<file path="src/rtl/gx4000_asic_pkg.sv">
// Shared definitions for the Plus ASIC unlock gate: key table, FSM states, RMR2 tag.
package gx4000_asic_pkg;

    localparam int unsigned KEY_MAX_LEN     = 14;
    localparam logic [7:0]  UNLOCK_BYTE_DEF = 8'hEE;
    localparam logic [2:0]  RMR2_TAG        = 3'b101;

    localparam logic [7:0] KEY_TABLE [KEY_MAX_LEN] = '{
        8'hFF, 8'h77, 8'hB3, 8'h51, 8'hA8, 8'hD4, 8'h62,
        8'h39, 8'h9C, 8'h46, 8'h2B, 8'h15, 8'h8A, 8'hCD
    };

    typedef enum logic [1:0] {
        SYNC_NZ,
        SYNC_Z,
        KEY,
        FINAL
    } unlock_state_t;

    function automatic logic [7:0] key_at(input int unsigned idx);
        return (idx < KEY_MAX_LEN) ? KEY_TABLE[idx] : 8'h00;
    endfunction

endpackage

</file>
<file path="src/rtl/gx4000_wr_edge.sv">
// CPU write-strobe edge detector with CRTC / gate-array port decode on the high address byte.
module gx4000_wr_edge #(
    parameter logic [7:0] PORT_HI    = 8'hBC,
    parameter logic [7:0] GA_PORT_HI = 8'h7F
) (
    input  logic       clk_sys,
    input  logic       reset,
    input  logic       cpu_wr,
    input  logic [7:0] addr_hi,
    output logic       crtc_hit,
    output logic       ga_hit
);

    logic cpu_wr_q;
    logic wr_evt;

    always_ff @(posedge clk_sys) begin
        if (reset) begin
            cpu_wr_q <= 1'b0;
        end else begin
            cpu_wr_q <= cpu_wr;
        end
    end

    // A long strobe yields a single event on its rising edge.
    assign wr_evt   = cpu_wr & ~cpu_wr_q;
    assign crtc_hit = wr_evt & (addr_hi == PORT_HI);
    assign ga_hit   = wr_evt & (addr_hi == GA_PORT_HI);

endmodule

</file>
<file path="src/rtl/gx4000_asic_unlock.sv">
// Plus ASIC unlock gate: sync+key detection on the CRTC port, RMR2 decode on the gate-array port.
// Optional GX4000_UNLOCK_DBG_EN enables the saturating attempt/mismatch debug counters.
module gx4000_asic_unlock
    import gx4000_asic_pkg::*;
#(
    parameter int unsigned SEQ_LEN     = 14,
    parameter logic [7:0]  PORT_HI     = 8'hBC,
    parameter logic [7:0]  GA_PORT_HI  = 8'h7F,
    parameter logic [7:0]  UNLOCK_BYTE = UNLOCK_BYTE_DEF
) (
    input  logic                             clk_sys,
    input  logic                             reset,
    input  logic                             plus_mode,
    input  logic [15:0]                      cpu_addr,
    input  logic [7:0]                       cpu_data_in,
    input  logic                             cpu_wr,
    output logic                             asic_unlocked,
    output logic                             asic_page_en,
    output logic [4:0]                       rmr2_q,
    output logic [$clog2(SEQ_LEN+1)-1:0]     seq_pos,
    output logic                             unlock_pulse,
    output logic                             lock_pulse,
    output logic [15:0]                      dbg_attempts,
    output logic [15:0]                      dbg_mismatch
);

    localparam int unsigned      PosW    = $clog2(SEQ_LEN + 1);
    localparam logic [PosW-1:0]  LastPos = PosW'(SEQ_LEN - 1);

    if (GA_PORT_HI == PORT_HI) begin : g_bad_ports
        $error("GA_PORT_HI must differ from PORT_HI");
    end
    if (SEQ_LEN < 1 || SEQ_LEN > KEY_MAX_LEN) begin : g_bad_len
        $error("SEQ_LEN out of range of the key table");
    end

    logic            crtc_hit;
    logic            ga_hit;
    logic            clr;
    logic [7:0]      d;

    unlock_state_t   state_q, state_d;
    logic [PosW-1:0] seq_q, seq_d;
    logic            unlocked_q, unlocked_d;
    logic            page_en_q, page_en_d;
    logic [4:0]      rmr2_d;
    logic            unlock_pulse_d, lock_pulse_d;
    logic            att_inc, mis_inc;

    gx4000_wr_edge #(
        .PORT_HI    (PORT_HI),
        .GA_PORT_HI (GA_PORT_HI)
    ) u_wr_edge (
        .clk_sys  (clk_sys),
        .reset    (reset),
        .cpu_wr   (cpu_wr),
        .addr_hi  (cpu_addr[15:8]),
        .crtc_hit (crtc_hit),
        .ga_hit   (ga_hit)
    );

    assign clr = reset | ~plus_mode;
    assign d   = cpu_data_in;

    always_ff @(posedge clk_sys) begin
        if (clr) begin
            state_q      <= SYNC_NZ;
            seq_q        <= '0;
            unlocked_q   <= 1'b0;
            page_en_q    <= 1'b0;
            rmr2_q       <= '0;
            unlock_pulse <= 1'b0;
            lock_pulse   <= 1'b0;
        end else begin
            state_q      <= state_d;
            seq_q        <= seq_d;
            unlocked_q   <= unlocked_d;
            page_en_q    <= page_en_d;
            rmr2_q       <= rmr2_d;
            unlock_pulse <= unlock_pulse_d;
            lock_pulse   <= lock_pulse_d;
        end
    end

    always_comb begin
        state_d        = state_q;
        seq_d          = seq_q;
        unlocked_d     = unlocked_q;
        page_en_d      = page_en_q;
        rmr2_d         = rmr2_q;
        unlock_pulse_d = 1'b0;
        lock_pulse_d   = 1'b0;
        att_inc        = 1'b0;
        mis_inc        = 1'b0;

        if (crtc_hit) begin
            case (state_q)
                SYNC_NZ: begin
                    if (d != 8'h00) state_d = SYNC_Z;
                end
                SYNC_Z: begin
                    if (d == 8'h00) begin
                        state_d = KEY;
                        seq_d   = '0;
                        att_inc = 1'b1;
                    end
                end
                KEY: begin
                    if (d == key_at(int'(seq_q))) begin
                        seq_d = seq_q + PosW'(1);
                        if (seq_q == LastPos) state_d = FINAL;
                    end else begin
                        // Any mismatch leaves us resynced: a fresh zero restarts the key.
                        mis_inc = 1'b1;
                        seq_d   = '0;
                        state_d = SYNC_Z;
                    end
                end
                FINAL: begin
                    seq_d   = '0;
                    state_d = SYNC_NZ;
                    if (d == UNLOCK_BYTE) begin
                        unlocked_d     = 1'b1;
                        unlock_pulse_d = ~unlocked_q;
                    end else begin
                        unlocked_d   = 1'b0;
                        page_en_d    = 1'b0;
                        lock_pulse_d = unlocked_q;
                    end
                end
                default: state_d = SYNC_NZ;
            endcase
        end

        if (ga_hit && unlocked_q && d[7:5] == RMR2_TAG) begin
            rmr2_d    = d[4:0];
            page_en_d = (d[4:3] == 2'b11);
        end
    end

    assign asic_unlocked = unlocked_q;
    assign asic_page_en  = page_en_q;
    assign seq_pos       = seq_q;

`ifdef GX4000_UNLOCK_DBG_EN
    logic [15:0] att_q, mis_q;

    always_ff @(posedge clk_sys) begin
        if (clr) begin
            att_q <= '0;
            mis_q <= '0;
        end else begin
            if (att_inc && att_q != 16'hFFFF) att_q <= att_q + 16'd1;
            if (mis_inc && mis_q != 16'hFFFF) mis_q <= mis_q + 16'd1;
        end
    end

    assign dbg_attempts = att_q;
    assign dbg_mismatch = mis_q;
`else
    logic unused_dbg;
    assign unused_dbg   = att_inc ^ mis_inc;
    assign dbg_attempts = '0;
    assign dbg_mismatch = '0;
`endif

    logic unused_addr;
    assign unused_addr = ^cpu_addr[7:0];

endmodule

</file>
<file path="config.mk">
export PLATFORM = sky130hd
export DESIGN_NAME = gx4000_asic_unlock
export DESIGN_NICKNAME = d
export VERILOG_FILES = /design/src/rtl/gx4000_asic_pkg.sv /design/src/rtl/gx4000_wr_edge.sv /design/src/rtl/gx4000_asic_unlock.sv
export SDC_FILE = /design/constraint.sdc
export NUM_CORES = 1
export LEC_CHECK = 0
export BUFFER_PORTS_ARGS = -buffer_cell sky130_fd_sc_hd__buf_4
export CAP_MARGIN = 20
export CORE_AREA = 2 2 60 62
export CTS_CLUSTER_DIAMETER = 40
export DETAILED_ROUTE_END_ITERATION = 16
export DIE_AREA = 0 0 62 64
export PLACE_DENSITY = 0.78
export SYNTH_ARGS = -nofsm -noshare
export SYNTH_HDL_FRONTEND = slang
export SYNTH_HIERARCHICAL = 1
export SYNTH_SLANG_ARGS = --single-unit
</file>
<file path="constraint.sdc">
create_clock -name clk_sys -period 2.8 [get_ports clk_sys]
set_input_delay 0.28 -clock clk_sys [delete_from_list [all_inputs] [get_ports clk_sys]]
set_output_delay 0.28 -clock clk_sys [all_outputs]
set_load 0.01 [all_outputs]
</file>
==> flow_metrics.env, run 1 <==
export IMPL_status="complete, no violations"
export IMPL_cp_startpoint="seq_pos[3]"
export IMPL_ys_ff_latch=16
export IMPL_arrival_ns=2.65
export IMPL_root_buffer="clkbuf_4"
export IMPL_cts_buffers=3
export IMPL_start_kind="register"
export IMPL_finClkSkew_ns=0.0189
export IMPL_synth_xor_area_share_pct=3.57
export IMPL_synthFlopType="dfxtp_1"
export IMPL_avgSynthCellArea_um2=8.17
export IMPL_stdcell_count=258
export IMPL_hold_buffers=0
export IMPL_drt_pass1_iter_count=4
export IMPL_drive_gt1_share_pct=21.7
export IMPL_die_area_um2=3970
export IMPL_portBuffers=32
export IMPL_synthToLayoutAreaGrowth_pct=13.9
export IMPL_synth_compound_area_share_pct=11.6
export IMPL_period_share_pct=86.5
export IMPL_htree_levels=1
export IMPL_p_per_area_nw_per_um2=271
export IMPL_io_pins=73
export IMPL_syn_cell_area_um2=1470
export IMPL_place_congestion=0.811
export IMPL_yosysSeqAreaShare_pct=21.8
export IMPL_hold_ws_ns=0.148
export IMPL_min_path_type="input port to register"
export IMPL_combPwrFrac_pct=14.5
export IMPL_max_cap_viol_count=0
export IMPL_ctsResizeCount=0
export IMPL_mostFrequentLayoutCells="buf_4, conb_1, dfxtp_1"
export IMPL_die_w_um=62
export IMPL_r2r_start="seq_pos[3]"
export IMPL_initial_core_util_pct=44.8
export IMPL_crit_path_end_kind="register"
export IMPL_grt_pass1_wl_um=4690
export IMPL_period_needed_ns=2.42
export IMPL_dp_cells=254
export IMPL_tightest_slew_ns=0.766
export IMPL_grt_pass1_vias=1097
export IMPL_grt_max_degree=23
export IMPL_cts_sinks=16
export IMPL_num_antenna_cells=0
export IMPL_drt_iter0_markers=43
export IMPL_relSlewSlack_pct=48.4
export IMPL_internal_power_uw=331
export IMPL_seq_area_um2=320
export IMPL_synth_top_family_by_area="simple AND/OR/NAND/NOR gates"
export IMPL_synth_simple_area_share_pct=27.6
export IMPL_hold_viol_final=0
export IMPL_cpMaxStageDelayCell="dfxtp_1"
export IMPL_rsz0062_at_grt="no"
export IMPL_path_class="register to register"
export IMPL_p_leak_uw=0.000727
export IMPL_ys_types=47
export IMPL_synth_top_cell_area_share_pct=21.8
export IMPL_setup_tns_ns=0
export IMPL_ant_nets=0
export IMPL_gr_total_overflow=0
export IMPL_synth_async_sr_flop_share_pct=0
export IMPL_ir_worst_vdd_uv=161
export IMPL_path_clk_slew_ns=0.11
export IMPL_vias=1271
export IMPL_postCtsSetupRepairBufs=0
export IMPL_crit_end="seq_pos[3]"
export IMPL_synth_fa_ha_area_share_pct=5.95
export IMPL_required_ns=3.03
export IMPL_max_freq_ghz=0.413
export IMPL_dpl_hpwl_um=2310
export IMPL_multi_input_area_um2=957
export IMPL_max_stage_delay_ns=0.76
export IMPL_yosys_warnings=6
export IMPL_p_seq_share_pct=50.3
export IMPL_clockBufferDepth=2
export IMPL_viasPerCell=4.93
export IMPL_r2r_cells=6
export IMPL_antenna_found_initial=0
export IMPL_synth_area_leaders="dfxtp_1, buf_4, ha_1, mux2i_1, nor2_1"
export IMPL_synth_cells=180
export IMPL_final_util_pct=51.0
export IMPL_insertion_delay_ns=0.30
export IMPL_rows=21
export IMPL_wire_per_inst_um=11.5
export IMPL_fillers=328
export IMPL_core_um2=3280
export IMPL_drc_errors=0
export IMPL_hold_path_startpoint="reset"
export IMPL_drv_slew=0
export IMPL_die_y_um=64
export IMPL_p_sw_share_pct=27.0
export IMPL_setup_violations=0
export IMPL_r2r_end="seq_pos[3]"
export IMPL_path_max_fanout=22
export IMPL_finalPower_uw=453
export IMPL_yosysTopAreaCell="dfxtp_1"
export IMPL_cts_tree="done"
export IMPL_nNetsFinal=248
export IMPL_p_sw_uw=122
export IMPL_drt_wl_total_um=2960
export IMPL_pwr_share_clk_pct=35.1
export IMPL_synth_mux_area_fraction_pct=8.25
export IMPL_final_common_cell="buf_4"
export IMPL_reg2reg_slack_ns=0.38
export IMPL_crit_chain="nor2b_1 -> or4_1 -> o2bb2ai_1 -> nor4_4 -> nand4_1 -> a31oi_1"
export IMPL_grt_total_usage_pct=15.5
export IMPL_synth_edff_count=0
## worst max-delay path: cells and delay by family (launching register included)
kind             cells  cell delay (ns)
flip-flops           1             0.76
AO/OA/AOI/OAI        2             0.38
AND/OR/NAND/NOR      4             1.20
## cells in the mapped netlist, types with 2 or more instances
cell type / count
buf_4: 34
dfxtp_1: 16
nor2_1: 13
nand2_1: 10
a21oi_1: 9
inv_1: 8
ha_1: 7
nand2b_1: 6
nor4_1: 6
mux2i_1: 5
nand3_1: 5
nand4_1: 4
nor2b_1: 4
clkbuf_1: 3
nand4b_1: 3
o21ai_0: 3
xnor2_1: 3
xor2_1: 3
a31oi_1: 2
and2_1: 2
and3_1: 2
buf_2: 2
mux4_2: 2
nand3b_1: 2
nor3_1: 2
or3_1: 2
or4_1: 2
## power groups by stage
stage	logic [uW]	registers, uW	clock network, uW
2_1_floorplan	67.9	234	0
3_3_place_gp	64.4	234	0
6_report	65.9	228	159
5_1_grt	73.3	228	175
3_5_place_dp	64.7	234	0
4_1_cts	65.0	228	168
## flip-flops by register name (all words and copies together), names as in the netlist
name / cells
rmr2_q: 5
seq_pos: 4
state_q: 2
asic_page_en: 1
asic_unlocked: 1
lock_pulse: 1
u_wr_edge/cpu_wr_q: 1
unlock_pulse: 1
## metal layers
| metal | part of all wire [%] | GRT usage [%] |
|---|---|---|
| met1 | 45 | 20.2 |
| met2 | 47 | 24.1 |
| met3 | 6.4 | 3.64 |
| met4 | 1.7 | 5.85 |
| met5 | 0 | 0 |
## stage by stage
step                      setup slack (ns)  instance area [um2]
after floorplan                      0.416                 1590
after global placement               0.437                 1640
after detailed placement             0.414                 1640
after CTS                            0.366                 1680
after global routing                 0.165                 1680
final                                0.379                 1680
## cells by family after synthesis
group	after synthesis
AO/OA/AOI/OAI	25
AND/OR/NAND/NOR	69
XOR/XNOR	6
adder cells (fa/ha/maj)	7
buffers and inverters	48
other	1
multiplexers	8
flip-flops	16
## layout make-up
type                            instances  share of cell area (%)
Multi-Input combinational cell        147                    57.1
Timing Repair Buffer                   36                    16.1
Tap cell                               46                    3.44
Sequential cell                        16                    19.1
Inverter                                9                    2.02
Clock buffer                            4                    2.17
## worst min path at each step
stage,endpoint,depth (start not counted)
after floorplan,u_wr_edge/cpu_wr_q,1
after global placement,u_wr_edge/cpu_wr_q,2
after detailed placement,u_wr_edge/cpu_wr_q,2
after CTS,u_wr_edge/cpu_wr_q,2
after global routing,u_wr_edge/cpu_wr_q,2
final,u_wr_edge/cpu_wr_q,2
No activity file was read; power rests on OpenSTA's default activity.
==> run 2: changes to the inputs <==
ABC_AREA = 1   (was unset)
PLACE_DENSITY = 0.8   (was 0.78)
==> run 2 against run 1 <==
Design area is 2.4% higher. Non-clock buffer count is 3 lower. Register-to-register slack better by 0.32 ns. Hold slack worse by 0.0036 ns. First-iteration DRC count is 49% higher. Combinational power is 8.8% higher. Cell count is 25% higher. Critical path depth is 6 higher. Fmax is 15% higher. Via count is 15% higher. Utilization is 1.2 points higher. Largest cell class unchanged. Highest routed layer is now met3.
==> flow_metrics.env, run 2 <==
export IMPL_grt_pass1_wl_um=4950
export IMPL_seq_area_um2=320
export IMPL_fillers=351
export IMPL_synth_area_leaders="dfxtp_1, buf_4, nand2_1, nand3_1, inv_1"
export IMPL_final_common_cell="nand2_1"
export IMPL_grt_total_usage_pct=16.0
export IMPL_setup_violations=0
export IMPL_crit_path_end_kind="register"
export IMPL_dpl_hpwl_um=2530
export IMPL_status="complete, no violations"
export IMPL_drc_errors=0
export IMPL_period_needed_ns=2.10
export IMPL_root_buffer="clkbuf_4"
export IMPL_path_class="register to register"
export IMPL_largest_register_ffs=5
export IMPL_finClkSkew_ns=0.00801
export IMPL_mostFrequentLayoutCells="nand2_1, buf_4, conb_1"
export IMPL_hold_buffers=0
export IMPL_portBuffers=32
export IMPL_p_per_area_nw_per_um2=265
export IMPL_yosysMostFrequentCell="nand2_1"
export IMPL_synth_top_cell_area_share_pct=21.1
export IMPL_initial_core_util_pct=46.3
export IMPL_r2r_cells=12
export IMPL_die_y_um=64
export IMPL_synth_edff_count=0
export IMPL_ys_ff_latch=16
export IMPL_synth_async_sr_flop_share_pct=0
export IMPL_p_leak_uw=0.000869
export IMPL_place_congestion=0.890
export IMPL_layout_setup_ws_ns=0.696
export IMPL_max_stage_delay_ns=0.46
export IMPL_clockBufferDepth=2
export IMPL_num_antenna_cells=0
export IMPL_drt_wl_total_um=3140
export IMPL_cts_tree="done"
export IMPL_ctsResizeCount=0
export IMPL_antenna_found_initial=0
export IMPL_drive_gt1_share_pct=18.8
export IMPL_yosysSeqAreaShare_pct=21.1
export IMPL_required_ns=2.99
export IMPL_htree_levels=1
export IMPL_cp_common_cell="nand2_1"
export IMPL_relSlewSlack_pct=62.8
export IMPL_setup_tns_ns=0
export IMPL_ir_worst_vdd_uv=167
export IMPL_multi_input_area_um2=933
export IMPL_die_area_um2=3970
export IMPL_path_max_fanout=7
export IMPL_nNetsFinal=313
export IMPL_drv_slew=0
export IMPL_cts_buffers=3
export IMPL_yosys_warnings=6
export IMPL_grt_max_degree=16
export IMPL_synthToLayoutAreaGrowth_pct=12.8
export IMPL_drt_pass1_iter_count=4
export IMPL_hold_ws_ns=0.145
export IMPL_avgSynthCellArea_um2=6.23
export IMPL_rows=21
export IMPL_hold_viol_final=0
export IMPL_insertion_delay_ns=0.29
export IMPL_io_pins=73
export IMPL_wire_per_inst_um=9.73
export IMPL_start_kind="register"
export IMPL_syn_cell_area_um2=1520
export IMPL_die_w_um=62
export IMPL_path_clk_slew_ns=0.09
export IMPL_largest_register="rmr2_q"
export IMPL_min_path_cells=2
export IMPL_yosysTopAreaCell="dfxtp_1"
export IMPL_ant_nets=0
export IMPL_drt_iter0_markers=64
export IMPL_rsz0062_at_grt="no"
export IMPL_cpMaxStageDelayCell="dfxtp_1"
export IMPL_synth_cells=244
export IMPL_crit_chain="inv_1 -> ha_1 -> nand2_1 -> o21ai_0 -> nand2_1 -> nand3_1 -> nand2_1 -> nand3_1 -> nor2_2 -> nand3_2 -> a21oi_1 -> nor2_1"
export IMPL_max_cap_viol_count=0
export IMPL_grt_pass1_vias=1151
export IMPL_final_util_pct=52.2
export IMPL_min_path_type="input port to register"
export IMPL_core_um2=3280
export IMPL_synth_common_cells="nand2_1, buf_4, inv_1, nand3_1, nor2_1"
export IMPL_postCtsSetupRepairBufs=0
export IMPL_period_share_pct=75.1
export IMPL_tightest_slew_ns=0.557
export IMPL_synthFlopType="dfxtp_1"
export IMPL_gr_total_overflow=0
export IMPL_arrival_ns=2.29
export IMPL_reg2reg_slack_ns=0.70
export IMPL_cts_sinks=16
export IMPL_vias=1464
export IMPL_max_freq_ghz=0.475
export IMPL_ys_types=27
export IMPL_viasPerCell=4.53
export IMPL_pre_cts_slack_ns=0.740
-- run 2: cell count changes after synthesis, moves of 6 or more --
cell	before	now
nand2_1	10	55
inv_1	8	30
nand3_1	5	25
nor2_1	13	22
nand2_2	0	6
nand2b_1	6	0
-- run 2: through the flow --
step	instance area (um2)	power (uW)	cells
after floorplan	1640	308	275
after global placement	1680	304	319
after detailed placement	1680	304	319
after CTS	1720	460	323
after global routing	1720	479	323
final	1720	455	323
-- run 2: critical path: cells and delay by family (launching register included) --
family	cells	cell delay, ns
simple gates	8	0.74
compound gates	2	0.22
flops	1	0.46
fa+ha+maj	1	0.39
buf+inv	1	0.19
-- run 2: cell type report --
cell class,count,area share (%)
flip-flops and latches,16,18.7
clock buffers,4,2.12
multi-input cells,192,54.4
inverters,32,7.00
well taps,46,3.36
repair buffers,33,14.4
-- run 2: layer usage --
| metal | global-route usage [%] | part of all wire (%) |
|---|---|---|
| met1 | 22.6 | 43 |
| met3 | 4.25 | 6.8 |
| met4 | 2.93 | 0 |
| met5 | 0 | 0 |
| met2 | 24.2 | 50 |
-- run 2: cell families (layout without fill, tap and decap cells) --
family | Yosys count | count (layout) | share of synthesized area (%)
other | 1 | 32 | 0.247
AOI/OAI and AO/OA | 24 | 24 | 8.72
adders and majority gates | 7 | 7 | 5.76
DFF | 16 | 16 | 21.1
and+or+nand+nor | 128 | 128 | 38.4
buffers and inverters | 67 | 69 | 25.2
xor gates and xnor gates | 1 | 1 | 0.576
-- run 2: final timing paths --
kind                               startpoint                  to
worst min register to register  asic_unlocked        unlock_pulse
worst max-delay path               seq_pos[1]          state_q[0]
worst max register to register     seq_pos[1]          state_q[0]
worst min-delay path                    reset  u_wr_edge/cpu_wr_q
-- run 2: report_power, final --
part / internal [uW] / switching (uW) / total [uW] / leakage [uW]
registers: 228 / 0.188 / 228 / 0.000129
logic: 25.9 / 45.8 / 71.7 / 0.000719
clock network: 79.2 / 76.1 / 155 / 0.0000210
